<file path="src/rtl/char_motion_hp.sv">
// Per-player character core: frame-rate walk/jump/gravity motion, screen clamping, health, iframes, knockback.
// Optional feature macro: CHAR_DOUBLE_JUMP_EN (one extra mid-air jump on a stepjump rising edge).
module char_motion_hp #(
   parameter int X_INIT    = 100,
   parameter int Y_INIT    = 500,
   parameter int X_MIN     = 0,
   parameter int X_MAX     = 960,
   parameter int Y_FLOOR   = 560,
   parameter int WALK_STEP = 4,
   parameter int JUMP_V    = 12,
   parameter int GRAVITY   = 1,
   parameter int VMAX      = 15,
   parameter int HP_MAX    = 4,
   parameter int IFRAMES   = 60,
   parameter int KNOCK     = 16
) (
   input  logic        clk,
   input  logic        rst,
   input  logic        frame_tick,
   input  logic [1:0]  game_active,
   input  logic        game_start,
   input  logic        stepleft,
   input  logic        stepright,
   input  logic        stepjump,
   input  logic        on_ground,
   input  logic        hit_valid,
   input  logic [3:0]  hit_dmg,
   input  logic        hit_from_left,
   output logic [11:0] pos_x,
   output logic [11:0] pos_y,
   output logic        flip_h,
   output logic [3:0]  current_health,
   output logic        invuln,
   output logic        dead,
   output logic [1:0]  state
);
   localparam int CNT_W = (IFRAMES < 2) ? 1 : $clog2(IFRAMES + 1);
   localparam logic [CNT_W-1:0] CNT_ZERO = {CNT_W{1'b0}};
   localparam logic [CNT_W-1:0] CNT_ONE  = CNT_W'(1);
   localparam logic [CNT_W-1:0] CNT_LOAD = CNT_W'(IFRAMES);
   localparam logic signed [12:0] X_MIN_S   = 13'(X_MIN);
   localparam logic signed [12:0] X_MAX_S   = 13'(X_MAX);
   localparam logic signed [12:0] Y_FLOOR_S = 13'(Y_FLOOR);
   localparam logic signed [12:0] WALK_S    = 13'(WALK_STEP);
   localparam logic signed [12:0] KNOCK_S   = 13'(KNOCK);
   localparam logic signed [12:0] GRAV_S    = 13'(GRAVITY);
   localparam logic signed [12:0] VMAX_S    = 13'(VMAX);
   localparam logic signed [7:0]  JUMP_VY   = 8'(-JUMP_V);

   typedef enum logic [1:0] {
      ST_GROUND = 2'b00,
      ST_RISE   = 2'b01,
      ST_FALL   = 2'b10,
      ST_DEAD   = 2'b11
   } state_t;

   state_t             state_r, state_s;
   logic [11:0]        pos_x_r, pos_x_s, pos_y_r, pos_y_s;
   logic signed [7:0]  vy_r, vy_s;
   logic               flip_h_r, flip_h_s;
   logic [3:0]         health_r, health_s;
   logic [CNT_W-1:0]   icnt_r, icnt_s;
   logic               invuln_r, invuln_s;
   logic               dead_r, dead_s;
   logic               play_s, hit_acc_s, fatal_s, mot_s;
   logic signed [12:0] x_cur_s, y_cur_s, vy_ext_s, y_sum_s, vy_grav_s;
`ifdef CHAR_DOUBLE_JUMP_EN
   logic               jump_prev_r, jump_prev_s, credit_r, credit_s, jump_edge_s;
`endif

   function automatic logic [11:0] clamp_x(input logic signed [12:0] v);
      logic [11:0] r;
      if (v < X_MIN_S) r = 12'(X_MIN);
      else if (v > X_MAX_S) r = 12'(X_MAX);
      else r = v[11:0];
      return r;
   endfunction

   function automatic logic [11:0] clip_top(input logic signed [12:0] v);
      logic [11:0] r;
      if (v < 13'sd0) r = 12'd0;
      else r = v[11:0];
      return r;
   endfunction

   // Next-state logic for motion, health and invulnerability; game_start overrides everything.
   always_comb begin
      state_s   = state_r;
      pos_x_s   = pos_x_r;
      pos_y_s   = pos_y_r;
      vy_s      = vy_r;
      flip_h_s  = flip_h_r;
      health_s  = health_r;
      icnt_s    = icnt_r;
      dead_s    = dead_r;
`ifdef CHAR_DOUBLE_JUMP_EN
      jump_prev_s = jump_prev_r;
      credit_s    = credit_r;
      jump_edge_s = stepjump && !jump_prev_r;
`endif
      play_s    = (game_active == 2'd1);
      hit_acc_s = play_s && hit_valid && !dead_r && (icnt_r == CNT_ZERO);
      fatal_s   = hit_acc_s && (hit_dmg >= health_r);
      mot_s     = play_s && frame_tick && (state_r != ST_DEAD);
      x_cur_s   = $signed({1'b0, pos_x_r});
      y_cur_s   = $signed({1'b0, pos_y_r});
      vy_ext_s  = {{5{vy_r[7]}}, vy_r};
      y_sum_s   = y_cur_s + vy_ext_s;
      vy_grav_s = vy_ext_s + GRAV_S;

      if (game_start) begin
         state_s  = ST_FALL;
         pos_x_s  = 12'(X_INIT);
         pos_y_s  = 12'(Y_INIT);
         vy_s     = 8'sd0;
         flip_h_s = 1'b0;
         health_s = 4'(HP_MAX);
         icnt_s   = CNT_ZERO;
         dead_s   = 1'b0;
`ifdef CHAR_DOUBLE_JUMP_EN
         jump_prev_s = 1'b0;
         credit_s    = 1'b1;
`endif
      end else begin
         if (hit_acc_s) begin
            health_s = fatal_s ? 4'd0 : (health_r - hit_dmg);
            icnt_s   = CNT_LOAD;
            pos_x_s  = clamp_x(hit_from_left ? (x_cur_s + KNOCK_S) : (x_cur_s - KNOCK_S));
            if (fatal_s) begin
               dead_s  = 1'b1;
               state_s = ST_DEAD;
            end else begin
               dead_s  = dead_r;
            end
         end else if (play_s && frame_tick && (icnt_r != CNT_ZERO)) begin
            icnt_s = icnt_r - CNT_ONE;
         end else begin
            icnt_s = icnt_r;
         end

         if (mot_s && !fatal_s) begin
`ifdef CHAR_DOUBLE_JUMP_EN
            jump_prev_s = stepjump;
`endif
            // Knockback already owns the x update when a hit lands on this frame.
            if (!hit_acc_s) begin
               if (stepleft && !stepright) begin
                  pos_x_s  = clamp_x(x_cur_s - WALK_S);
                  flip_h_s = 1'b1;
               end else if (stepright && !stepleft) begin
                  pos_x_s  = clamp_x(x_cur_s + WALK_S);
                  flip_h_s = 1'b0;
               end else begin
                  flip_h_s = flip_h_r;
               end
            end else begin
               flip_h_s = flip_h_r;
            end

            case (state_r)
               ST_GROUND: begin
`ifdef CHAR_DOUBLE_JUMP_EN
                  credit_s = 1'b1;
`endif
                  if (stepjump) begin
                     vy_s    = JUMP_VY;
                     state_s = ST_RISE;
                  end else if (!on_ground) begin
                     vy_s    = 8'sd0;
                     state_s = ST_FALL;
                  end else begin
                     vy_s    = 8'sd0;
                  end
               end
               ST_RISE: begin
`ifdef CHAR_DOUBLE_JUMP_EN
                  if (jump_edge_s && credit_r) begin
                     vy_s     = JUMP_VY;
                     credit_s = 1'b0;
                  end else
`endif
                  if (y_sum_s < 13'sd0) begin
                     pos_y_s = 12'd0;
                     vy_s    = 8'sd0;
                     state_s = ST_FALL;
                  end else begin
                     pos_y_s = y_sum_s[11:0];
                     vy_s    = vy_grav_s[7:0];
                     state_s = (vy_grav_s >= 13'sd0) ? ST_FALL : ST_RISE;
                  end
               end
               ST_FALL: begin
`ifdef CHAR_DOUBLE_JUMP_EN
                  if (jump_edge_s && credit_r) begin
                     vy_s     = JUMP_VY;
                     credit_s = 1'b0;
                     state_s  = ST_RISE;
                  end else
`endif
                  if (on_ground || (y_sum_s >= Y_FLOOR_S)) begin
                     pos_y_s = (y_sum_s > Y_FLOOR_S) ? 12'(Y_FLOOR) : clip_top(y_sum_s);
                     vy_s    = 8'sd0;
                     state_s = ST_GROUND;
`ifdef CHAR_DOUBLE_JUMP_EN
                     credit_s = 1'b1;
`endif
                  end else begin
                     pos_y_s = clip_top(y_sum_s);
                     vy_s    = (vy_grav_s > VMAX_S) ? 8'(VMAX) : vy_grav_s[7:0];
                  end
               end
               default: begin
                  state_s = state_r;
               end
            endcase
         end else begin
            state_s = state_s;
         end
      end
      invuln_s = (icnt_s != CNT_ZERO);
   end

   // State and output registers.
   always_ff @(posedge clk or posedge rst) begin
      if (rst) begin
         state_r  <= ST_FALL;
         pos_x_r  <= 12'(X_INIT);
         pos_y_r  <= 12'(Y_INIT);
         vy_r     <= 8'sd0;
         flip_h_r <= 1'b0;
         health_r <= 4'(HP_MAX);
         icnt_r   <= CNT_ZERO;
         invuln_r <= 1'b0;
         dead_r   <= 1'b0;
`ifdef CHAR_DOUBLE_JUMP_EN
         jump_prev_r <= 1'b0;
         credit_r    <= 1'b1;
`endif
      end else begin
         state_r  <= state_s;
         pos_x_r  <= pos_x_s;
         pos_y_r  <= pos_y_s;
         vy_r     <= vy_s;
         flip_h_r <= flip_h_s;
         health_r <= health_s;
         icnt_r   <= icnt_s;
         invuln_r <= invuln_s;
         dead_r   <= dead_s;
`ifdef CHAR_DOUBLE_JUMP_EN
         jump_prev_r <= jump_prev_s;
         credit_r    <= credit_s;
`endif
      end
   end

   assign pos_x          = pos_x_r;
   assign pos_y          = pos_y_r;
   assign flip_h         = flip_h_r;
   assign current_health = health_r;
   assign invuln         = invuln_r;
   assign dead           = dead_r;
   assign state          = state_r;
endmodule

</file>
<file path="config.mk">
export PLATFORM = sky130hd
export DESIGN_NAME = char_motion_hp
export DESIGN_NICKNAME = d
export VERILOG_FILES = /design/src/rtl/char_motion_hp.sv
export SDC_FILE = /design/constraint.sdc
export NUM_CORES = 1
export LEC_CHECK = 0
export BUFFER_PORTS_ARGS = -buffer_cell sky130_fd_sc_hd__buf_2
export CAP_MARGIN = 10
export CORE_MARGIN = 1.5
export CORE_UTILIZATION = 65
export DETAILED_ROUTE_END_ITERATION = 7
export PLACE_DENSITY = 0.9
export SETUP_SLACK_MARGIN = 0.1
export SLEW_MARGIN = 30
export SYNTH_ARGS = -nofsm -noshare
export SYNTH_HDL_FRONTEND = slang
export SYNTH_SLANG_ARGS = --single-unit
</file>
<file path="constraint.sdc">
create_clock -name clk -period 6.55 [get_ports clk]
set_input_delay 1.31 -clock clk [delete_from_list [all_inputs] [get_ports clk]]
set_output_delay 1.31 -clock clk [all_outputs]
set_load 0.05 [all_outputs]
</file>
[Word level (Yosys, flattened, before mapping)]
Cells that the tools add are included.
W data, S select, Z words.
Storage, ports and cells
  memories kept: 0
  memory bits (writable): 0
  bits of input ports: 16
  output and inout port bits: 33
  register bits: 47
  bits in read-only memories: 0
  bits in latches: 0
Cells by class
  equal/unequal tests: 6
  multipliers: 0
  multiplexer cells: 50
  bitwise logic cells: 0
  reductions and logical operators: 29
  magnitude comparators: 12
  add/subtract/negate cells: 8
  shifts and indexed selects: 0
  divide/modulo/power cells: 0
Operator list (count)
  $mux W12: 17
  $gt A13 B11 Y1 const B: 4
  $lt A13 B1 Y1 const B: 4
  $mux W8: 6
  $pmux W12 S2: 1
  $pmux W8 S3: 1
  $mux W2: 9
  $mux W6: 3
  $add A12 B3 Y13 const B: 1
  $add A12 B5 Y13 const B: 1
  $add A13 B8 Y13: 1
  $ge A13 B11 Y1 const B: 1
  $mux W13: 1
  $sub A12 B3 Y13 const B: 1
  $sub A12 B5 Y13 const B: 1
  $mux W4: 3
  $reduce_bool A6 Y1: 2
  $logic_and A1 B1 Y1: 10
  $add A8 B2 Y9 const B: 1
  $ge A9 B1 Y1 const B: 1
  $gt A9 B5 Y1 const B: 1
  $mux W1: 8
  $logic_not A6 Y1: 1
  $pmux W2 S3: 1
  other kinds (15): 25

[Logic depth before layout (Yosys ltp)]
Gate-level depths: netlist (run 1).
  depth in word-level cells: 12
  gate-level depth with buffers: 12

[Least setup slack after synthesis (run 1)]
Ideal clock, no wire load.
  kind: in2reg
  start point: in hit_from_left
  end point: reg pos_x_r[0] (netlist: pos_x[0])
  buffers on the path: 0
  setup slack: 2925 ps
  library setup time: 80 ps
  stages: 10
  required time: 6470 ps
  data arrival time: 3544 ps
  cells stage by stage: inv_1 > fa_1 > a21o_1 > a211o_1 > a211oi_1 > o21bai_1 > xnor2_1 > nand4_1 > and3_4 > nor3b_2
Between the ends
  cells in the longest elaborated chain, start to end: 10
  elaborated cells between the ends (all ways): 11
  classes of those cells: 2 x order compare; 9 x mux
RTL lines
  start, declared: line 28  | input logic hit_from_left,
  $mux W13 *: line 128  | pos_x_s = clamp_x(hit_from_left ? (x_cur_s + KNOCK_S) : (x_cur_s - KNOCK_S));
  $gt A13 B11 Y1: line 74  | else if (v > X_MAX_S) r = 12'(X_MAX);
  $mux W12: line 74
  $mux W12 *: line 73  | if (v < X_MIN_S) r = 12'(X_MIN);
  $mux W12 *: line 125  | if (hit_acc_s) begin
  $mux W12: line 150  | end else if (stepright && !stepleft) begin
  $mux W12: line 147  | if (stepleft && !stepright) begin
  $mux W12: line 146  | if (!hit_acc_s) begin
  $mux W12 *: line 141  | if (mot_s && !fatal_s) begin
  $mux W12 *: line 111  | if (game_start) begin
  end signal, assigned: line 227  | pos_x_r <= 12'(X_INIT);
  end signal, assigned: line 241  | pos_x_r <= pos_x_s;
  end, declared: line 58  | logic [11:0] pos_x_r, pos_x_s, pos_y_r, pos_y_s;
Mark *: on every way between the ends. The rest lies on a longest branch, timed or not.
A chain may end at the register's enable or synchronous reset.

[Worst setup path after layout (run 1)]
  start point: in hit_from_left
  end point: reg pos_x_r[8] (netlist: pos_x[8])
Between the ends
  cells in the longest elaborated chain, start to end: 10
  elaborated cells between the ends (all ways): 11
  classes of those cells: 2 x order compare; 9 x mux
RTL lines (line)
  $mux W13 *: 128
  $gt A13 B11 Y1: 74
  $mux W12: 74
  $mux W12 *: 73
  $mux W12 *: 125
  $mux W12: 150
  $mux W12: 147
  $mux W12: 146
  $mux W12 *: 141
  $mux W12 *: 111
  named net pos_x_s[8]: 58
The timed path passes the listed nets; every way through them passes the cells marked *.

==> impl_metrics.ini, run 1 <==
[status]
status = finished, final reports clean

[run]
maxCapViolCount = 0

[clock_tree]
clock-root-buffer = clkbuf_8
clkTransAtPathRegs_ns = 0.09
cts_max_level = 2
clk_path_buf_depth = 2
cts_tree = done
insertion_delay_ns = 0.31
post_cts_buffers = 0
cts_hold_buf = 0
cts_resized = 0
numCtsBuffers = 5
clkSinkCount = 47

[cells_and_area]
multi_input_area_um2 = 3290
nFillCells = 559
ff_latch_area_um2 = 1190
antennaDiodeCount = 0
layout.nets = 660
design_area_um2 = 5070
post-route-util = 0.734
syn_to_final_growth_pct = 7.51
drive_gt1_frac = 0.155

[place]
place_ws_ns = 2.28
dp_hpwl_mm = 9.60
globalplace.congestion = 0.935
placed_cell_area_um2 = 4950
io_buffers = 48

[routing]
first_pass_iters = 5
final_antenna_net_count = 0
num_vias = 4739
routed_wl_mm = 12.7
vias_per_cell = 6.73
drt_iter0_markers = 437
drc = 0
wire_per_inst_um = 18.0

[sta]
setup_viol_count_final = 0
tns_ns = 0
fmax_ghz = 0.254
maxSlewViolCount = 0
min_period_ns = 3.93
max-slew-margin-rel = 0.441
hold_viol = 0
tightest_slew_ns = 0.836
rsz0062_at_grt = false
worst_slack_ns = 2.62
period_share = 0.600
skew_ns = 0.00932

[yosys]
synth_cells = 579
ys_seq_area_frac = 0.252
async_reset_ff_frac = 1.00
ys_seq_elements = 47
syn_area_um2 = 4710
synthFlopType = dfrtp_1
syn_avg_cell_area_um2 = 8.14
synth_top_cell_by_area = dfrtp_1
synth_nets = 632
synth.yosys.warnings = 0
synth_cell_type_count = 78
ys_top_cells_by_area = dfrtp_1 19%, ha_1 9.0%, dfstp_2 6.1%
synth_edf_count = 0
synth_top_area_frac = 0.191

[critical_path]
crit_path_start = hit_from_left
required_ns = 6.70
crit_arrival_ns = 4.08
cp_max_fo = 9
r2r-start = vy_r[0]
path_class = in2reg
worstSetupEndpointType = flip-flop
cp-start-kind = input port

[floorplan]
io_pins = 49
dieArea_um2 = 7770
die_height_um = 88.2
start_util = 0.682
core-area_um2 = 6910
die_w_um = 88.2
rows = 30

[global_routing]
grt_pass1_vias = 4394
gr-usage-all-layers = 0.345
grt_remaining_overflow = 0
grt_max_degree = 48
antenna_found_initial = 0
grt_pass1_wl_mm = 21.0

[power_and_ir_drop]
power_density_nw_per_um2 = 173
ir_drop_v = 0.000122
leakagePower_nw = 2.27

[min_path]
min_from = pos_y[5]
holdCritPathClass = reg2reg
==> cell usage in the layout, fill, tap and decap left out, types with 5 or more instances in the layout <==
cell	instances
nand2b_1	9
or3_1	9
a32o_1	5
dfstp_2	11
ha_1	34
inv_1	28
o21ai_0	25
clkbuf_8	5
nor3_1	21
a31oi_1	10
xor2_1	12
o31ai_1	12
a211o_1	5
a21o_1	12
dfrtp_1	36
a2111oi_0	5
xnor2_1	18
o21a_1	12
nand4_1	6
nor2_1	53
nand2_1	38
buf_2	48
o211ai_1	12
a21oi_1	42
nand3_1	17
a221oi_1	5
and3_1	8
or2_2	8
and2_1	6
a211oi_1	6
nor2b_1	9
==> path summary, 6_finish.rpt <==
check	endpoint	slack, ns	depth (start not counted)
max reg2reg	vy_r[6]	2.83	10
max in group asynchronous	pos_x[3]	4.94	2
max	pos_x[8]	2.62	10
min	pos_y[5]	0.52	2
min reg2reg	pos_y[5]	0.52	2
min in group asynchronous	current_health[1]	1.11	2
==> state kept, by name, indices dropped and copies added (netlist names) <==
name            count
current_health      4
vy_r                8
flip_h              1
dead                1
pos_x              12
invuln              1
pos_y              12
state               2
icnt_r              6
==> final cells by class <==
class	count	area share
Sequential cell	47	0.235
Timing Repair Buffer	49	0.0489
Tap cell	96	0.0237
Multi-Input combinational cell	475	0.650
Inverter	29	0.0217
Clock inverter	1	0.00593
Clock buffer	7	0.0151
==> through the flow <==
stage	hold WS (ns)	cells	power (W)
2_1_floorplan	0.529	579	0.000591
3_3_place_gp	0.509	696	0.000651
3_5_place_dp	0.511	696	0.000662
4_1_cts	0.523	704	0.000871
5_1_grt	0.538	704	0.000920
6_report	0.522	704	0.000876
==> logic make-up after synthesis <==
| family | after synthesis | synth area share |
|---|---|---|
| fa+ha+maj | 37 | 0.103 |
| compound gates | 203 | 0.314 |
| flops | 47 | 0.252 |
| mux | 2 | 0.00425 |
| xor+xnor | 30 | 0.0557 |
| simple gates | 203 | 0.221 |
| buf+inv | 57 | 0.0499 |
==> cells in the mapped netlist, drive strengths merged, types with 7 or more instances <==
master and instances:
nor2 53, a21oi 42, nand2 38, dfrtp 36, ha 34, inv 29
o21ai 28, nor3 22, xnor2 18, clkbuf 17, nand3 17, o211ai 13
a21o 12, o21a 12, o31ai 12, xor2 12, buf 11, dfstp 11
a31oi 10, or3 10, and3 9, nand2b 9, nor2b 9, a211oi 8
or2 8, a2111oi 7
==> worst max-delay path: stages <==
cell,delay (ns)
buf_2,0.07
inv_1,0.15
fa_1,0.50
a21o_1,0.21
a211o_1,0.33
a211oi_1,0.26
o21bai_1,0.14
xnor2_1,0.38
a21oi_1,0.19
a2111oi_0,0.54
==> per-layer routing <==
metal | vias to the layer above | GRT usage | share of wire
met1 | 2247 | 0.475 | 0.44
met5 | - | 0 | 0
met2 | 228 | 0.559 | 0.47
li1 | 2239 | - | -
met4 | 0 | 0.102 | 0.016
met3 | 25 | 0.0575 | 0.072
==> power breakdown <==
part / switching (W) / total (W) / internal (W)
logic: 0.000212 / 0.000324 / 0.000112
registers: 0.0000296 / 0.000341 / 0.000311
clock network: 0.0000965 / 0.000211 / 0.000114
(Power assumes the default switching activity.)
==> inputs of run 2 (changes only) <==
CORE_UTILIZATION = 61   (was 65)
PLACE_DENSITY = 0.85   (was 0.9)
clock period = 4 ns   (was 6.55 ns; I/O delays follow)
==> run 2 against run 1 <==
Against the previous run: via count fell by 1.2%; highest routed layer unchanged; clock power rose by 46%; critical path depth did not move; die area rose by 6.3%; routed wire length fell by 1.1%; register-to-register slack got worse by 2.3 ns; global-route usage fell by 3.7 points; hold slack got worse by 0.0071 ns; utilization fell by 4.6 points; sequential share of layout area barely moved; non-clock buffer count rose by 2; first-iteration DRC count fell by 51%.
==> impl_metrics.ini, run 2 (synthesis results as in run 1) <==
[power_and_ir_drop]
power_density_nw_per_um2 = 276
finalPower_w = 0.00140
ir_drop_v = 0.000139
leakagePower_nw = 2.27

[sta]
period_share = 0.865
max-slew-margin-rel = 0.453
tns_ns = 0
skew_ns = 0.00444
hold_viol = 0
maxSlewViolCount = 0
fmax_ghz = 0.289
setup_viol_count_final = 0
tightest_slew_ns = 0.817
min_period_ns = 3.46
rsz0062_at_grt = false

[clock_tree]
cts_resized = 0
clock-root-buffer = clkbuf_8
clkTransAtPathRegs_ns = 0.10
post_cts_buffers = 0
numCtsBuffers = 5
insertion_delay_ns = 0.31
clk_path_buf_depth = 2
cts_tree = done
cts_hold_buf = 0
cts_max_level = 2
clkSinkCount = 47

[cells_and_area]
syn_to_final_growth_pct = 7.54
layout.nets = 662
final_cells = 709
drive_gt1_frac = 0.159
final_cell_mix = 53 x nor2_1, 48 x buf_2, 42 x a21oi_1
final_common_cell = nor2_1
antennaDiodeCount = 0

[min_path]
holdCritPathClass = reg2reg
holdPathStages = 2
holdPathEnd = pos_y[5]
min_from = pos_y[5]

[floorplan]
core-area_um2 = 7370
die_w_um = 90.9
io_pins = 49
start_util = 0.640
rows = 31
die_height_um = 90.9
dieArea_um2 = 8260

[critical_path]
r2r-start = vy_r[0]
crit_slowest_cell = a2111oi_4
cp_max_fo = 7
cpPeakStageDelay_ns = 0.48
crit_arrival_ns = 3.68
cp-start-kind = flip-flop
r2r_end = vy_r[6]
path_cells = ha_1, fa_1, a21o_1, a21oi_1, xor2_1, o221ai_1, a2111oi_4, o21ai_1, or3b_1, o311ai_2
worstRegToRegCells = 10
required_ns = 4.22
path_class = reg2reg
r2r_slack_ns = 0.54
worstSetupEndpointType = flip-flop

[routing]
drt_iter0_markers = 215
drc = 0
final_antenna_net_count = 0
routed_wl_mm = 12.5
vias_per_cell = 6.61
num_vias = 4684
first_pass_iters = 5
wire_per_inst_um = 17.7

[global_routing]
antenna_found_initial = 0
grt_pass1_vias = 4513
gr-usage-all-layers = 0.307
grt_max_degree = 48
grt_pass1_wl_mm = 20.9
grt_remaining_overflow = 0

[place]
io_buffers = 48
globalplace.congestion = 0.966
placed_cells = 701
dp_hpwl_mm = 9.62

[status]
status = finished, final reports clean

[run]
maxCapViolCount = 0
run 2: layout make-up:
cell class | count | area (um^2)
multi-input cells | 475 | 3290
inverters | 29 | 111
clock inverters | 3 | 23.8
clock buffers | 5 | 68.8
well taps | 99 | 124
fillers | 639 | 2300
repair buffers | 51 | 263
flip-flops and latches | 47 | 1190
run 2: through the flow:
stage	setup slack, ns	util	hold slack, ns	cell area (um^2)
2_1_floorplan	0.685	-	0.529	4710
3_3_place_gp	0.589	0.675	0.498	4970
3_5_place_dp	0.514	0.675	0.505	4980
4_1_cts	0.564	0.688	0.519	5070
5_1_grt	0.263	0.688	0.552	5070
6_report	0.539	0.688	0.515	5070
run 2: how the worst max path moves through the flow:
stage	endpoint	slack, ns	startpoint
after floorplan	vy_r[6]	0.69	pos_y[0]
after global placement	pos_x[1]	0.59	hit_from_left
after detailed placement	vy_r[6]	0.51	hit_dmg[0]
after CTS	vy_r[6]	0.56	vy_r[0]
after global routing	vy_r[6]	0.26	vy_r[0]
final	vy_r[6]	0.54	vy_r[0]
run 2: where the power goes:
part           leakage (nW)  total (W)  switching (W)  internal, W
registers             0.613   0.000557      0.0000473     0.000510
logic                  1.62   0.000534       0.000349     0.000184
clock network        0.0408   0.000308       0.000183     0.000125
run 2: worst max-delay path: cells and delay by family, from the launching register on:
kind	cells	cell delay, ns
compound gates	6	1.57
fa+ha+maj	2	0.70
flops	1	0.46
simple gates	1	0.45
xor+xnor	1	0.21
run 2: per-layer routing:
layer | GRT usage | routed length, um | part of all wire
met5 | 0 | 0 | 0
met4 | 0.154 | 509 | 0.041
met3 | 0.0429 | 825 | 0.066
met2 | 0.538 | 6180 | 0.49
met1 | 0.367 | 5010 | 0.40
==> inputs of run 3 (changes only) <==
CORE_UTILIZATION = 62   (was 61)
CTS_BUF_LIST = sky130_fd_sc_hd__clkbuf_4   (was default)
PLACE_DENSITY = 0.86   (was 0.85)
==> run 3 against run 2 <==
Against the previous run: sequential cell count unchanged; clock-buffer cell count is the same; global-route usage up 1.6 points; routed wire length is 2.8% higher; utilization is 0.51 points higher; register-to-register slack barely moved; maximum frequency up 0.15%; hold slack got worse by 0.031 ns.
==> impl_metrics.ini, run 3 (synthesis results as in run 1) <==
[sta]
tightest_slew_ns = 0.881
min_period_ns = 3.46
worst_slack_ns = 0.544
maxSlewViolCount = 0
rsz0062_at_grt = false
hold_viol = 0
fmax_ghz = 0.289
setup_viol_count_final = 0
skew_ns = 0.0175
max-slew-margin-rel = 0.411
period_share = 0.864
tns_ns = 0

[critical_path]
path_buf_inv = 0
r2r-start = vy_r[0]
cp-start-kind = flip-flop
path_class = reg2reg
crit_arrival_ns = 3.74
required_ns = 4.28
cpMostUsedCell = o21ai_0
worstRegToRegCells = 9
r2r_slack_ns = 0.54
worstSetupPathDepth = 9
r2r_end = vy_r[2]
crit_slowest_cell = o21ai_0
cpPeakStageDelay_ns = 0.50
path_cells = ha_1, fa_1, a211oi_2, o21ai_0, nand3b_1, nand3_1, o21ai_0, a221oi_1, a211o_1
cp_max_fo = 8
worstSetupEndpointType = flip-flop
path_delay_family = compound AO/OA/AOI/OAI gates

[routing]
routed_wl_mm = 12.9
final_antenna_net_count = 0
wl_met1_mm = 5.14
wire_per_inst_um = 18.2
dr.max_layer_used = met4
drt_iter0_markers = 315
wl_met2_mm = 6.31
num_vias = 4803
first_pass_iters = 4
vias_per_cell = 6.77
drc = 0
wl_met3_um = 988

[clock_tree]
post_cts_buffers = 0
insertion_delay_ns = 0.38
cts_max_level = 2
numCtsBuffers = 5
cts_resized = 0
clk_path_buf_depth = 2
clock-root-buffer = clkbuf_4
cts_hold_buf = 0
cts_tree = done
clkTransAtPathRegs_ns = 0.14
clkSinkCount = 47

[min_path]
holdCritPathClass = in2async

[power_and_ir_drop]
leakagePower_nw = 2.27
p_seq_frac = 0.403
power_density_nw_per_um2 = 274
sw_frac_of_total = 0.406
power_switching_w = 0.000562
p_comb_frac = 0.386
pwr-share-clk = 0.211
ir_drop_v = 0.000175
p_int_w = 0.000823

[place]
globalplace.congestion = 0.991
dp_hpwl_mm = 9.61
place_ws_ns = 0.468
io_buffers = 48

[floorplan]
io_pins = 49
core-area_um2 = 7290
dieArea_um2 = 8130
start_util = 0.646
die_height_um = 90.2
rows = 31
die_w_um = 90.2

[global_routing]
grt_pass1_vias = 4761
grt_max_degree = 48
antenna_found_initial = 0
grt_pass1_wl_mm = 21.7
grt_remaining_overflow = 0
gr-usage-all-layers = 0.323

[cells_and_area]
syn_to_final_growth_pct = 7.19
final_common_cell = nor2_1
drive_gt1_frac = 0.157
final_cell_mix = 53 x nor2_1, 48 x buf_2, 42 x a21oi_1
antennaDiodeCount = 0
layout.nets = 662

[status]
status = finished, final reports clean

[run]
maxCapViolCount = 0
## run 3: cell count changes in the layout (fill, tap and decap cells not counted), sizes merged
cell and change:
inv -1, clkinv +2, bufinv +1, clkinvlp -2
## run 3: power by group through the flow
stage,combinational [W],sequential (W),clock (W)
after floorplan,0.000358,0.000610,0
after global placement,0.000507,0.000563,0
after detailed placement,0.000524,0.000565,0
after CTS,0.000528,0.000556,0.000294
after global routing,0.000582,0.000562,0.000314
final,0.000535,0.000558,0.000292
## run 3: worst max path at each step
stage / from / to / slack, ns
after floorplan: pos_y[0] / vy_r[6] / 0.69
after global placement: hit_dmg[0] / vy_r[6] / 0.61
after detailed placement: hit_from_left / pos_x[8] / 0.47
after CTS: vy_r[0] / vy_r[6] / 0.57
after global routing: vy_r[0] / vy_r[6] / 0.34
final: vy_r[0] / vy_r[2] / 0.54
## run 3: metrics by stage
stage | instance area, um^2 | utilization | hold slack (ns) | instances | total power [W]
2_1_floorplan | 4710 | - | 0.529 | 579 | 0.000968
3_3_place_gp | 4970 | 0.682 | 0.498 | 701 | 0.00107
3_5_place_dp | 4980 | 0.682 | 0.510 | 701 | 0.00109
4_1_cts | 5050 | 0.693 | 0.496 | 709 | 0.00138
5_1_grt | 5050 | 0.693 | 0.520 | 709 | 0.00146
6_report | 5050 | 0.693 | 0.485 | 709 | 0.00138
## run 3: layout make-up
type	count	area, um^2
multi-input cells	475	3290
fillers	640	2240
flip-flops and latches	47	1190
repair buffers	51	263
well taps	99	124
inverters	29	111
clock inverters	3	38.8
clock buffers	5	37.5
## run 3: worst register-to-register path: stages (launching register included)
cell and delay (ns):
dfrtp_1 0.48, ha_1 0.27, fa_1 0.44, a211oi_2 0.36
o21ai_0 0.31, nand3b_1 0.22, nand3_1 0.33, o21ai_0 0.50
a221oi_1 0.15, a211o_1 0.30
## run 3: layer usage
metal / up-vias / GRT usage
li1: 2237 / -
met2: 239 / 0.573
met4: 0 / 0.159
met5: - / 0
met1: 2286 / 0.382
met3: 41 / 0.0431
